<file path="config.mk">
export PLATFORM = sky130hd
export DESIGN_NAME = branch_resolution_unit_flat
export DESIGN_NICKNAME = d
export VERILOG_FILES = /design/src/rtl/branch_resolution_unit_if.sv /design/src/rtl/branch_resolution_unit.sv /design/src/flat_wrapper.sv
export SDC_FILE = /design/constraint.sdc
export NUM_CORES = 1
export LEC_CHECK = 0
export ABC_CLOCK_PERIOD_IN_PS = 5040
export BUFFER_PORTS_ARGS = -buffer_cell sky130_fd_sc_hd__buf_2
export CAP_MARGIN = 20
export CORE_MARGIN = 4
export CORE_UTILIZATION = 50
export DETAILED_ROUTE_END_ITERATION = 8
export MAX_ROUTING_LAYER = met4
export PLACE_DENSITY_LB_ADDON = 0.2
export SKIP_CTS_REPAIR_TIMING = 1
export SYNTH_ARGS = -nofsm -noshare
export SYNTH_HDL_FRONTEND = slang
export SYNTH_SLANG_ARGS = --single-unit
export TNS_END_PERCENT = 100
</file>
<file path="constraint.sdc">
create_clock -name clk -period 5.04 [get_ports clk]
set_input_delay 0.504 -clock clk [delete_from_list [all_inputs] [get_ports clk]]
set_output_delay 0.504 -clock clk [all_outputs]
set_load 0.03 [all_outputs]
</file>
<file path="src/rtl/branch_resolution_unit_if.sv">
`default_nettype none
// ============================================================================
// branch_resolution_unit_if
// Fetch push, execute resolve and predictor update signals of the BRU.
// Revision: 1.0
// ============================================================================
interface branch_resolution_unit_if #(
  parameter int PC_WIDTH   = 32,
  parameter int STAT_WIDTH = 32
);
  logic                  push_valid_f;
  logic [PC_WIDTH-1:0]   push_pc_f;
  logic                  push_pred_taken_f;
  logic [PC_WIDTH-1:0]   push_pred_target_f;
  logic                  queue_full_o;
  logic                  ex_valid_e;
  logic                  ex_taken_e;
  logic [PC_WIDTH-1:0]   ex_target_e;
  logic                  branch_resolved_o;
  logic                  actual_taken_o;
  logic [PC_WIDTH-1:0]   branch_pc_o;
  logic                  branch_mispredict_o;
  logic                  redirect_valid_o;
  logic [PC_WIDTH-1:0]   redirect_pc_o;
  logic [STAT_WIDTH-1:0] branch_count_o;
  logic [STAT_WIDTH-1:0] mispredict_count_o;
  logic                  overflow_o;
  logic                  underflow_o;

  modport master (
    output push_valid_f, push_pc_f, push_pred_taken_f, push_pred_target_f,
    output ex_valid_e, ex_taken_e, ex_target_e,
    input  queue_full_o, branch_resolved_o, actual_taken_o, branch_pc_o,
    input  branch_mispredict_o, redirect_valid_o, redirect_pc_o,
    input  branch_count_o, mispredict_count_o, overflow_o, underflow_o
  );

  modport slave (
    input  push_valid_f, push_pc_f, push_pred_taken_f, push_pred_target_f,
    input  ex_valid_e, ex_taken_e, ex_target_e,
    output queue_full_o, branch_resolved_o, actual_taken_o, branch_pc_o,
    output branch_mispredict_o, redirect_valid_o, redirect_pc_o,
    output branch_count_o, mispredict_count_o, overflow_o, underflow_o
  );
endinterface
`default_nettype wire

</file>
<file path="src/rtl/branch_resolution_unit.sv">
`default_nettype none
// ============================================================================
// branch_resolution_unit
// In-flight prediction FIFO, resolve/mispredict pulses, redirect and stats.
// Revision: 1.0
// ============================================================================
module branch_resolution_unit #(
  parameter int QUEUE_DEPTH = 4,
  parameter int PC_WIDTH    = 32,
  parameter int STAT_WIDTH  = 32
) (
  input  wire logic clk,
  input  wire logic rst_n,
  branch_resolution_unit_if.slave bus
);
  localparam int                c_PTR_W = $clog2(QUEUE_DEPTH);
  localparam logic [c_PTR_W:0]  c_DEPTH = (c_PTR_W + 1)'(QUEUE_DEPTH);

  logic [PC_WIDTH-1:0]   r_pc_mem    [QUEUE_DEPTH];
  logic                  r_taken_mem [QUEUE_DEPTH];
  logic [PC_WIDTH-1:0]   r_tgt_mem   [QUEUE_DEPTH];
  logic [c_PTR_W-1:0]    r_wr_ptr;
  logic [c_PTR_W-1:0]    r_rd_ptr;
  logic [c_PTR_W:0]      r_count;

  logic                  r_resolved;
  logic                  r_actual_taken;
  logic [PC_WIDTH-1:0]   r_branch_pc;
  logic                  r_mispredict;
  logic                  r_redirect;
  logic [PC_WIDTH-1:0]   r_redirect_pc;
  logic [STAT_WIDTH-1:0] r_branch_cnt;
  logic [STAT_WIDTH-1:0] r_mispredict_cnt;
  logic                  r_overflow;
  logic                  r_underflow;

  logic                  w_full;
  logic                  w_empty;
  logic                  w_pop;
  logic                  w_mispredict;
  logic                  w_push_req;
  logic                  w_push;
  logic                  w_drop;
  logic [PC_WIDTH-1:0]   w_head_pc;
  logic                  w_head_taken;
  logic [PC_WIDTH-1:0]   w_head_tgt;
  logic [PC_WIDTH-1:0]   w_correct_pc;

  assign w_full       = (r_count == c_DEPTH);
  assign w_empty      = (r_count == '0);
  assign w_pop        = bus.ex_valid_e && !w_empty;
  assign w_head_pc    = r_pc_mem[r_rd_ptr];
  assign w_head_taken = r_taken_mem[r_rd_ptr];
  assign w_head_tgt   = r_tgt_mem[r_rd_ptr];

  // Target only matters when both prediction and outcome say taken.
  assign w_mispredict = w_pop &&
                        ((w_head_taken != bus.ex_taken_e) ||
                         (w_head_taken && bus.ex_taken_e && (w_head_tgt != bus.ex_target_e)));
  assign w_correct_pc = bus.ex_taken_e ? bus.ex_target_e : (w_head_pc + PC_WIDTH'(4));

  // Fetch is on the wrong path during the mispredict and redirect cycles.
  assign w_push_req = bus.push_valid_f && !r_redirect && !w_mispredict;
  assign w_push     = w_push_req && (!w_full || w_pop);
  assign w_drop     = w_push_req && w_full && !w_pop;

  always_ff @(posedge clk) begin
    if (w_push) begin
      r_pc_mem[r_wr_ptr]    <= bus.push_pc_f;
      r_taken_mem[r_wr_ptr] <= bus.push_pred_taken_f;
      r_tgt_mem[r_wr_ptr]   <= bus.push_pred_target_f;
    end
  end

  always_ff @(posedge clk or negedge rst_n) begin
    if (!rst_n) begin
      r_wr_ptr <= '0;
      r_rd_ptr <= '0;
      r_count  <= '0;
    end else if (w_mispredict) begin
      r_wr_ptr <= '0;
      r_rd_ptr <= '0;
      r_count  <= '0;
    end else begin
      if (w_push) r_wr_ptr <= r_wr_ptr + 1'b1;
      if (w_pop)  r_rd_ptr <= r_rd_ptr + 1'b1;
      if (w_push && !w_pop)      r_count <= r_count + 1'b1;
      else if (!w_push && w_pop) r_count <= r_count - 1'b1;
    end
  end

  always_ff @(posedge clk or negedge rst_n) begin
    if (!rst_n) begin
      r_resolved       <= 1'b0;
      r_actual_taken   <= 1'b0;
      r_branch_pc      <= '0;
      r_mispredict     <= 1'b0;
      r_redirect       <= 1'b0;
      r_redirect_pc    <= '0;
      r_branch_cnt     <= '0;
      r_mispredict_cnt <= '0;
      r_overflow       <= 1'b0;
      r_underflow      <= 1'b0;
    end else begin
      r_resolved   <= w_pop;
      r_mispredict <= w_mispredict;
      r_redirect   <= w_mispredict;
      if (w_pop) begin
        r_actual_taken <= bus.ex_taken_e;
        r_branch_pc    <= w_head_pc;
        r_redirect_pc  <= w_correct_pc;
        if (r_branch_cnt != '1) r_branch_cnt <= r_branch_cnt + 1'b1;
      end
      if (w_mispredict && (r_mispredict_cnt != '1))
        r_mispredict_cnt <= r_mispredict_cnt + 1'b1;
      if (w_drop) r_overflow <= 1'b1;
      if (bus.ex_valid_e && w_empty) r_underflow <= 1'b1;
    end
  end

  assign bus.queue_full_o        = w_full;
  assign bus.branch_resolved_o   = r_resolved;
  assign bus.actual_taken_o      = r_actual_taken;
  assign bus.branch_pc_o         = r_branch_pc;
  assign bus.branch_mispredict_o = r_mispredict;
  assign bus.redirect_valid_o    = r_redirect;
  assign bus.redirect_pc_o       = r_redirect_pc;
  assign bus.branch_count_o      = r_branch_cnt;
  assign bus.mispredict_count_o  = r_mispredict_cnt;
  assign bus.overflow_o          = r_overflow;
  assign bus.underflow_o         = r_underflow;
endmodule
`default_nettype wire
</file>
<file path="src/flat_wrapper.sv">
// flat-port wrapper written by rule: the top's interface ports become plain ports
module branch_resolution_unit_flat 
#(
  parameter int QUEUE_DEPTH = 4,
  parameter int PC_WIDTH    = 32,
  parameter int STAT_WIDTH  = 32
)
  (clk, rst_n, bus_push_valid_f, bus_push_pc_f, bus_push_pred_taken_f, bus_push_pred_target_f, bus_ex_valid_e, bus_ex_taken_e, bus_ex_target_e, bus_queue_full_o, bus_branch_resolved_o, bus_actual_taken_o, bus_branch_pc_o, bus_branch_mispredict_o, bus_redirect_valid_o, bus_redirect_pc_o, bus_branch_count_o, bus_mispredict_count_o, bus_overflow_o, bus_underflow_o);
  branch_resolution_unit_if #(.PC_WIDTH(PC_WIDTH), .STAT_WIDTH(STAT_WIDTH)) bus_i ();
  input  wire logic clk;
  input  wire logic rst_n;
  input wire logic [$bits(bus_i.push_valid_f)-1:0] bus_push_valid_f;
  input wire logic [$bits(bus_i.push_pc_f)-1:0] bus_push_pc_f;
  input wire logic [$bits(bus_i.push_pred_taken_f)-1:0] bus_push_pred_taken_f;
  input wire logic [$bits(bus_i.push_pred_target_f)-1:0] bus_push_pred_target_f;
  input wire logic [$bits(bus_i.ex_valid_e)-1:0] bus_ex_valid_e;
  input wire logic [$bits(bus_i.ex_taken_e)-1:0] bus_ex_taken_e;
  input wire logic [$bits(bus_i.ex_target_e)-1:0] bus_ex_target_e;
  output wire logic [$bits(bus_i.queue_full_o)-1:0] bus_queue_full_o;
  output wire logic [$bits(bus_i.branch_resolved_o)-1:0] bus_branch_resolved_o;
  output wire logic [$bits(bus_i.actual_taken_o)-1:0] bus_actual_taken_o;
  output wire logic [$bits(bus_i.branch_pc_o)-1:0] bus_branch_pc_o;
  output wire logic [$bits(bus_i.branch_mispredict_o)-1:0] bus_branch_mispredict_o;
  output wire logic [$bits(bus_i.redirect_valid_o)-1:0] bus_redirect_valid_o;
  output wire logic [$bits(bus_i.redirect_pc_o)-1:0] bus_redirect_pc_o;
  output wire logic [$bits(bus_i.branch_count_o)-1:0] bus_branch_count_o;
  output wire logic [$bits(bus_i.mispredict_count_o)-1:0] bus_mispredict_count_o;
  output wire logic [$bits(bus_i.overflow_o)-1:0] bus_overflow_o;
  output wire logic [$bits(bus_i.underflow_o)-1:0] bus_underflow_o;
  assign bus_i.push_valid_f = bus_push_valid_f;
  assign bus_i.push_pc_f = bus_push_pc_f;
  assign bus_i.push_pred_taken_f = bus_push_pred_taken_f;
  assign bus_i.push_pred_target_f = bus_push_pred_target_f;
  assign bus_i.ex_valid_e = bus_ex_valid_e;
  assign bus_i.ex_taken_e = bus_ex_taken_e;
  assign bus_i.ex_target_e = bus_ex_target_e;
  assign bus_queue_full_o = bus_i.queue_full_o;
  assign bus_branch_resolved_o = bus_i.branch_resolved_o;
  assign bus_actual_taken_o = bus_i.actual_taken_o;
  assign bus_branch_pc_o = bus_i.branch_pc_o;
  assign bus_branch_mispredict_o = bus_i.branch_mispredict_o;
  assign bus_redirect_valid_o = bus_i.redirect_valid_o;
  assign bus_redirect_pc_o = bus_i.redirect_pc_o;
  assign bus_branch_count_o = bus_i.branch_count_o;
  assign bus_mispredict_count_o = bus_i.mispredict_count_o;
  assign bus_overflow_o = bus_i.overflow_o;
  assign bus_underflow_o = bus_i.underflow_o;
  branch_resolution_unit #(.QUEUE_DEPTH(QUEUE_DEPTH), .PC_WIDTH(PC_WIDTH), .STAT_WIDTH(STAT_WIDTH)) u_core (.clk(clk), .rst_n(rst_n), .bus(bus_i));
endmodule
</file>
==> Word level (Yosys, flattened, before mapping) <==
Memory sizes are Yosys's and may differ from the RTL's.
Index checks and enable logic that the tools add are counted.
{ "classes": {"add_sub_neg": 7, "eq_ne": 5, "n_mux": 10, "n_reduce_logical": 26} }
{ "op_table": {"columns": ["cell", "count"], "rows": [
  ["32-bit by 1-bit adder with 32-bit output, second input constant", 2],
  ["32-bit inequality test, second input constant", 2],
  ["32-bit by 3-bit adder with 32-bit output, second input constant", 1],
  ["32-bit two-way mux", 1],
  ["32-bit inequality test", 1],
  ["1-bit logical AND", 13],
  ["3-bit two-way mux", 3],
  ["2-bit two-way mux", 4],
  ["1-bit zero test", 6],
  ["2-bit by 1-bit adder with 2-bit output, second input constant", 2],
  ["2-bit nonzero test", 2],
  ["3-bit by 1-bit adder with 3-bit output, second input constant", 1],
  ["3-bit == test, second input constant", 1],
  ["3-bit zero test", 1],
  ["3-bit nonzero test", 1],
  ["3-bit by 1-bit subtractor with 3-bit output, second input constant", 1],
  ["1-bit logical OR", 2],
  ["1-bit two-way mux", 2],
  ["2-bit AND reduction", 1],
  ["1-bit inequality test", 1]
]} }
{ "totals": {"reg_bits": 140, "ramBits": 260, "inputBits": 102, "out_inout_bits": 135, "word_cells": 63, "memories": 3} }
{ "memory_table": {"columns": ["memory", "depth", "width", "rd", "rd_ports_with_merged_regs", "write_ports", "line_no", "source"], "rows": [
  ["u_core.r_pc_mem", 4, 32, 1, 0, 1, "branch_resolution_unit.sv:19", "logic [PC_WIDTH-1:0] r_pc_mem [QUEUE_DEPTH];"],
  ["u_core.r_tgt_mem", 4, 32, 1, 0, 1, "branch_resolution_unit.sv:21", "logic [PC_WIDTH-1:0] r_tgt_mem [QUEUE_DEPTH];"],
  ["u_core.r_taken_mem", 4, 1, 1, 0, 1, "branch_resolution_unit.sv:20", "logic r_taken_mem [QUEUE_DEPTH];"]
]} }

==> Depth between registers and ports, before layout <==
An unclocked memory read counts as a cell.
{ "logic_depth": {"word_depth": 13, "mapped_depth": 17} }

==> Least setup slack after synthesis <==
No wires, ideal clock.
{ "synth_path": {"path_type": "register -> register", "from": "register u_core.r_rd_ptr[0]", "to": "memory u_core.r_pc_mem[0][0] (enable)", "t_arrival_ns": 3.971, "slack_ns": 0.639, "path_stages_with_launch": 13, "synth_period_minus_slack_ns": 4.401, "path_cell_list": "dfrtp_1 buf_4 buf_6 buf_4 buf_2 mux4_2 ha_1 nand2_1 a21oi_1 nand2b_1 clkbuf_1 nor2b_2 and2_1"} }
{ "synth_between": {"elab_chain_len": 10, "word_cells_on_any_way": 13, "classes_between": "2 x eq/ne; 2 x mux; 7 x reduce/logical; 2 x memory"} }
{ "synth_rtl": {"columns": ["element", "line_no", "source"], "rows": [
  ["start: declaration", "branch_resolution_unit.sv:23", "logic [c_PTR_W-1:0] r_rd_ptr;"],
  ["start signal: assignment", "branch_resolution_unit.sv:86", "if (w_pop) r_rd_ptr <= r_rd_ptr + 1'b1;"],
  ["memory read 4 x 32 bit or memory read 4 x 1 bit (tied branches)", null, null],
  ["32-bit inequality test or 1-bit logical AND (tied branches)", "branch_resolution_unit.sv:59", "(w_head_taken && bus.ex_taken_e && (w_head_tgt != bus.ex_target_e)));"],
  ["1-bit logical AND", "branch_resolution_unit.sv:59", null],
  ["1-bit logical OR (*)", "branch_resolution_unit.sv:58", "((w_head_taken != bus.ex_taken_e) ||"],
  ["1-bit logical AND (*)", "branch_resolution_unit.sv:57", "assign w_mispredict = w_pop &&"],
  ["via u_core.w_mispredict", "branch_resolution_unit.sv:40", "logic w_mispredict;"],
  ["1-bit zero test (*)", "branch_resolution_unit.sv:63", "assign w_push_req = bus.push_valid_f && !r_redirect && !w_mispredict;"],
  ["1-bit logical AND (*)", "branch_resolution_unit.sv:63", null],
  ["1-bit logical AND (*)", "branch_resolution_unit.sv:64", "assign w_push = w_push_req && (!w_full || w_pop);"],
  ["1-bit two-way mux (*)", "branch_resolution_unit.sv:68", "if (w_push) begin"],
  ["1-bit two-way mux (implied by the code) (*)", "branch_resolution_unit.sv:69", "r_pc_mem[r_wr_ptr] <= bus.push_pc_f;"],
  ["end: declaration", "branch_resolution_unit.sv:19", null]
]} }
The timed path passes the listed nets; every way through them passes the cells marked *.

==> Worst setup path in the final report <==
{ "layout_path": {"from": "register u_core.r_rd_ptr[0]", "to": "memory u_core.r_pc_mem[2][19] (enable)"} }
{ "layout_between": {"elab_chain_len": 10, "word_cells_on_any_way": 13, "classes_between": "2 x eq/ne; 2 x mux; 7 x reduce/logical; 2 x memory"} }
{ "layout_rtl": {"columns": ["element", "line_no"], "rows": [
  ["memory read 4 x 32 bit or memory read 4 x 1 bit (tied branches)", null],
  ["32-bit inequality test or 1-bit logical AND (tied branches)", "branch_resolution_unit.sv:59"],
  ["1-bit logical AND", "branch_resolution_unit.sv:59"],
  ["1-bit logical OR (*)", "branch_resolution_unit.sv:58"],
  ["1-bit logical AND (*)", "branch_resolution_unit.sv:57"],
  ["1-bit zero test (*)", "branch_resolution_unit.sv:63"],
  ["1-bit logical AND (*)", "branch_resolution_unit.sv:63"],
  ["1-bit logical AND (*)", "branch_resolution_unit.sv:64"],
  ["1-bit two-way mux (*)", "branch_resolution_unit.sv:68"],
  ["1-bit two-way mux (implied by the code) (*)", "branch_resolution_unit.sv:69"]
]} }
Every way passes the cells marked *; elsewhere a longest branch is shown, timed or not.

==> impl_metrics.json <==
{
  "seq_area_frac_synth_pct": 68.5,
  "reg2reg_slack_ps": 980,
  "cts_num_sinks": 400,
  "vdd_drop_max_mv": 0.383,
  "die_h_um": 190,
  "start_util_pct": 50.8,
  "numCtsBuffers": 42,
  "drc": 0,
  "avgSynthCellArea_um2": 15.0,
  "rsz0062_at_grt": "no",
  "period_share_pct": 80.6,
  "crit_slowest_cell": "dfrtp_4",
  "grtUsageTotal_pct": 22.7,
  "hold_viol": 0,
  "postRouteAntennaNets": 0,
  "clockBufferDepth": 3,
  "nFillCells": 2561,
  "crit_required_ps": 5260,
  "wl_per_cell_um": 21.7,
  "final_util_pct": 60.5,
  "fin_crit_ps": 4060,
  "end_kind": "flip-flop",
  "area_growth_pct": 19.3,
  "chipWidth_um": 190,
  "arrival_ps": 4280,
  "path_clk_slew_ps": 60,
  "yosys_warnings": 0,
  "drtPass1Iterations": 5,
  "maxSlewViolCount": 0,
  "synth_edf_count": 260,
  "async_flop_share_pct": 35.0,
  "synth_ff_type": "edfxtp_1",
  "insertion_delay_ps": 540,
  "core_area_um2": 32500,
  "dp.final_hpwl_um": 28000,
  "whs_ps": 105,
  "cts_tree": "done",
  "fmax_ghz": 0.246,
  "portBuffers": 236,
  "finClkSkew_ps": 15.7,
  "layout.cells.non_filler": 1837,
  "layout-drive-gt1-share_pct": 29.1,
  "initialDrtViolationCount": 796,
  "synth_area_um2": 16500,
  "nNetsFinal": 1468,
  "io_pins": 237,
  "viasPerCell": 5.45,
  "max-slew-margin-rel_pct": 23.9,
  "worstSetupPathType": "flip-flop to flip-flop",
  "grt-ovfl-total": 0,
  "crit_fanout": 27,
  "clockRootBuffer": "clkbuf_16",
  "power.leakage_nw": 7.79,
  "pwr_density_cell_nw_per_um2": 569,
  "crit_family": "simple AND/OR/NAND/NOR gates",
  "antenna_found_initial": 5,
  "dieArea_um2": 36000,
  "dp_cells": 1754,
  "synthCells": 1100,
  "syn_nets": 1212,
  "fp-row-count": 66,
  "num_vias": 10012,
  "setup_violations": 0,
  "startpoint_type": "flip-flop",
  "grt_max_degree": 102,
  "total_power_mw": 11.2,
  "grt_pass1_vias": 10089,
  "maxCapViolCount": 0,
  "worst_slew_pin_slew_ps": 1130,
  "timing.critical_path.buf_inv": 2,
  "hp-class": "input pin to asynchronous set/reset pin",
  "drt-total-wl_um": 40000,
  "grt_pass1_wl_um": 60700,
  "ys_types": 44,
  "synth-seq-cells": 400,
  "htreeDepth": 2,
  "setup_tns_ps": 0,
  "status": "finished, final reports clean",
  "max_stage_delay_ps": 580,
  "worstPathCellList": "buf_12 > mux4_2 > xnor2_1 > nand4_1 > nor4_2 > a21oi_1 > nand2b_1 > nor2b_2 > and2_2 > buf_4",
  "gp_congestion": 0.821
}
cells by family (layout without fill, tap and decap cells):
group                      Yosys count  in the layout  share of synthesized area, %
other                                0              5                             0
DFF                                400            400                          68.5
adders and majority gates           10             10                         0.803
muxes                               84             84                          10.0
buffers and inverters               61            351                          1.82
and+or+nand+nor                    352            352                          10.1
xor gates and xnor gates           122            122                          6.47
AOI/OAI and AO/OA                   71             71                          2.27
where the power goes:
part           total [mW]  internal [mW]  switching, mW  leakage [nW]
Combinational        3.52           1.23           2.28          2.95
Sequential           4.57           4.22          0.347          4.13
Clock                3.12           1.87           1.25         0.706
state kept, by name (all words and copies together), names as in the netlist:
signal / flops
u_core.bus.actual_taken_o: 1
u_core.bus.branch_count_o: 32
u_core.bus.branch_mispredict_o: 1
u_core.bus.branch_pc_o: 32
u_core.bus.branch_resolved_o: 1
u_core.bus.mispredict_count_o: 32
u_core.bus.overflow_o: 1
u_core.bus.redirect_pc_o: 32
u_core.bus.underflow_o: 1
u_core.r_count: 3
u_core.r_pc_mem: 128
u_core.r_rd_ptr: 2
u_core.r_taken_mem: 4
u_core.r_tgt_mem: 128
u_core.r_wr_ptr: 2
cell usage after synthesis (3+ instances only):
cell        n  share of area (%)
or3_1       5               0.19
buf_4       4               0.18
nor3_1     15               0.45
nand2b_1    3               0.11
nor4_1     11               0.42
edfxtp_1  260                 47
nand3_1    31               0.94
clkbuf_1   19               0.43
xnor2_1    81                4.3
mux4_2     65                8.9
a21oi_1    24               0.73
mux2i_1    17                1.0
dfrtp_1   140                 21
nor2b_1     3               0.11
xor2_1     41                2.2
nand2_1   166                3.8
nand4_1    29                1.1
o21ai_0    39                1.2
and3_1     15               0.57
inv_1      18               0.41
and4_1      8               0.42
buf_1       5               0.11
buf_2       9               0.27
buf_6       6               0.41
and2_1      7               0.27
ha_1        9               0.68
nor2_1     47                1.1
cell type report:
cell class / count / area (um2) / share of cell area [%]
Antenna cell: 5 / 12.5 / 0.0635
Clock buffer: 62 / 1280 / 6.49
Timing Repair Buffer: 255 / 1410 / 7.13
Clock inverter: 16 / 146 / 0.743
Tap cell: 442 / 553 / 2.81
Multi-Input combinational cell: 639 / 4910 / 25.0
Sequential cell: 400 / 11300 / 57.5
Inverter: 18 / 67.6 / 0.343
cell usage in the layout (no fill, tap or decap), types with 2 or more instances in the layout:
master and instances:
nor2_1 47, edfxtp_1 260, nor4_2 2, diode_2 5, nand4_1 29, xnor2_1 81, mux2i_1 17, clkbuf_8 11
clkbuf_16 44, o21ai_0 39, o22ai_1 2, clkinv_1 4, buf_2 235, inv_1 18, and4_1 8, and3_1 15
nor2b_1 3, nor3b_1 2, mux4_2 65, a21oi_1 24, dfrtp_1 138, clkbuf_1 7, nand2b_1 2, and2_1 3
or2_2 2, or4_1 2, xor2_1 41, nand3_1 31, bufinv_16 2, buf_4 13, clkinv_2 7, nor4_1 11
buf_12 6, and2_2 4, ha_1 9, or3_1 5, nand2_1 166, mux2_2 2, nor3_1 15
path summary, 6_finish.rpt:
path                                           start                             to  cells after the start
max                               u_core.r_rd_ptr[0]         u_core.r_pc_mem[2][19]                     10
min                                            rst_n  u_core.bus.branch_count_o[24]                      1
max reg2reg                       u_core.r_rd_ptr[0]         u_core.r_pc_mem[2][19]                     10
min reg2reg                   u_core.bus.underflow_o         u_core.bus.underflow_o                      1
max in group asynchronous                      rst_n   u_core.bus.redirect_pc_o[17]                      2
min in group clk           bus_push_pred_target_f[6]         u_core.r_tgt_mem[2][6]                      1
metrics by stage:
stage / worst slack, ps / instance area [um2]
global placement: 1060 / 18300
detailed placement: 958 / 18300
CTS: 924 / 19700
floorplan: 639 / 16500
global route: 675 / 19700
finish: 979 / 19700
metal layers:
layer	vias to the layer above	GRT usage (%)	wire, um
met5	-	-	0
met4	0	6.43	1100
met3	64	5.16	2930
met2	356	34.5	18600
met1	5015	31.5	17300
li1	4577	-	-
(Power assumes the default switching activity.)
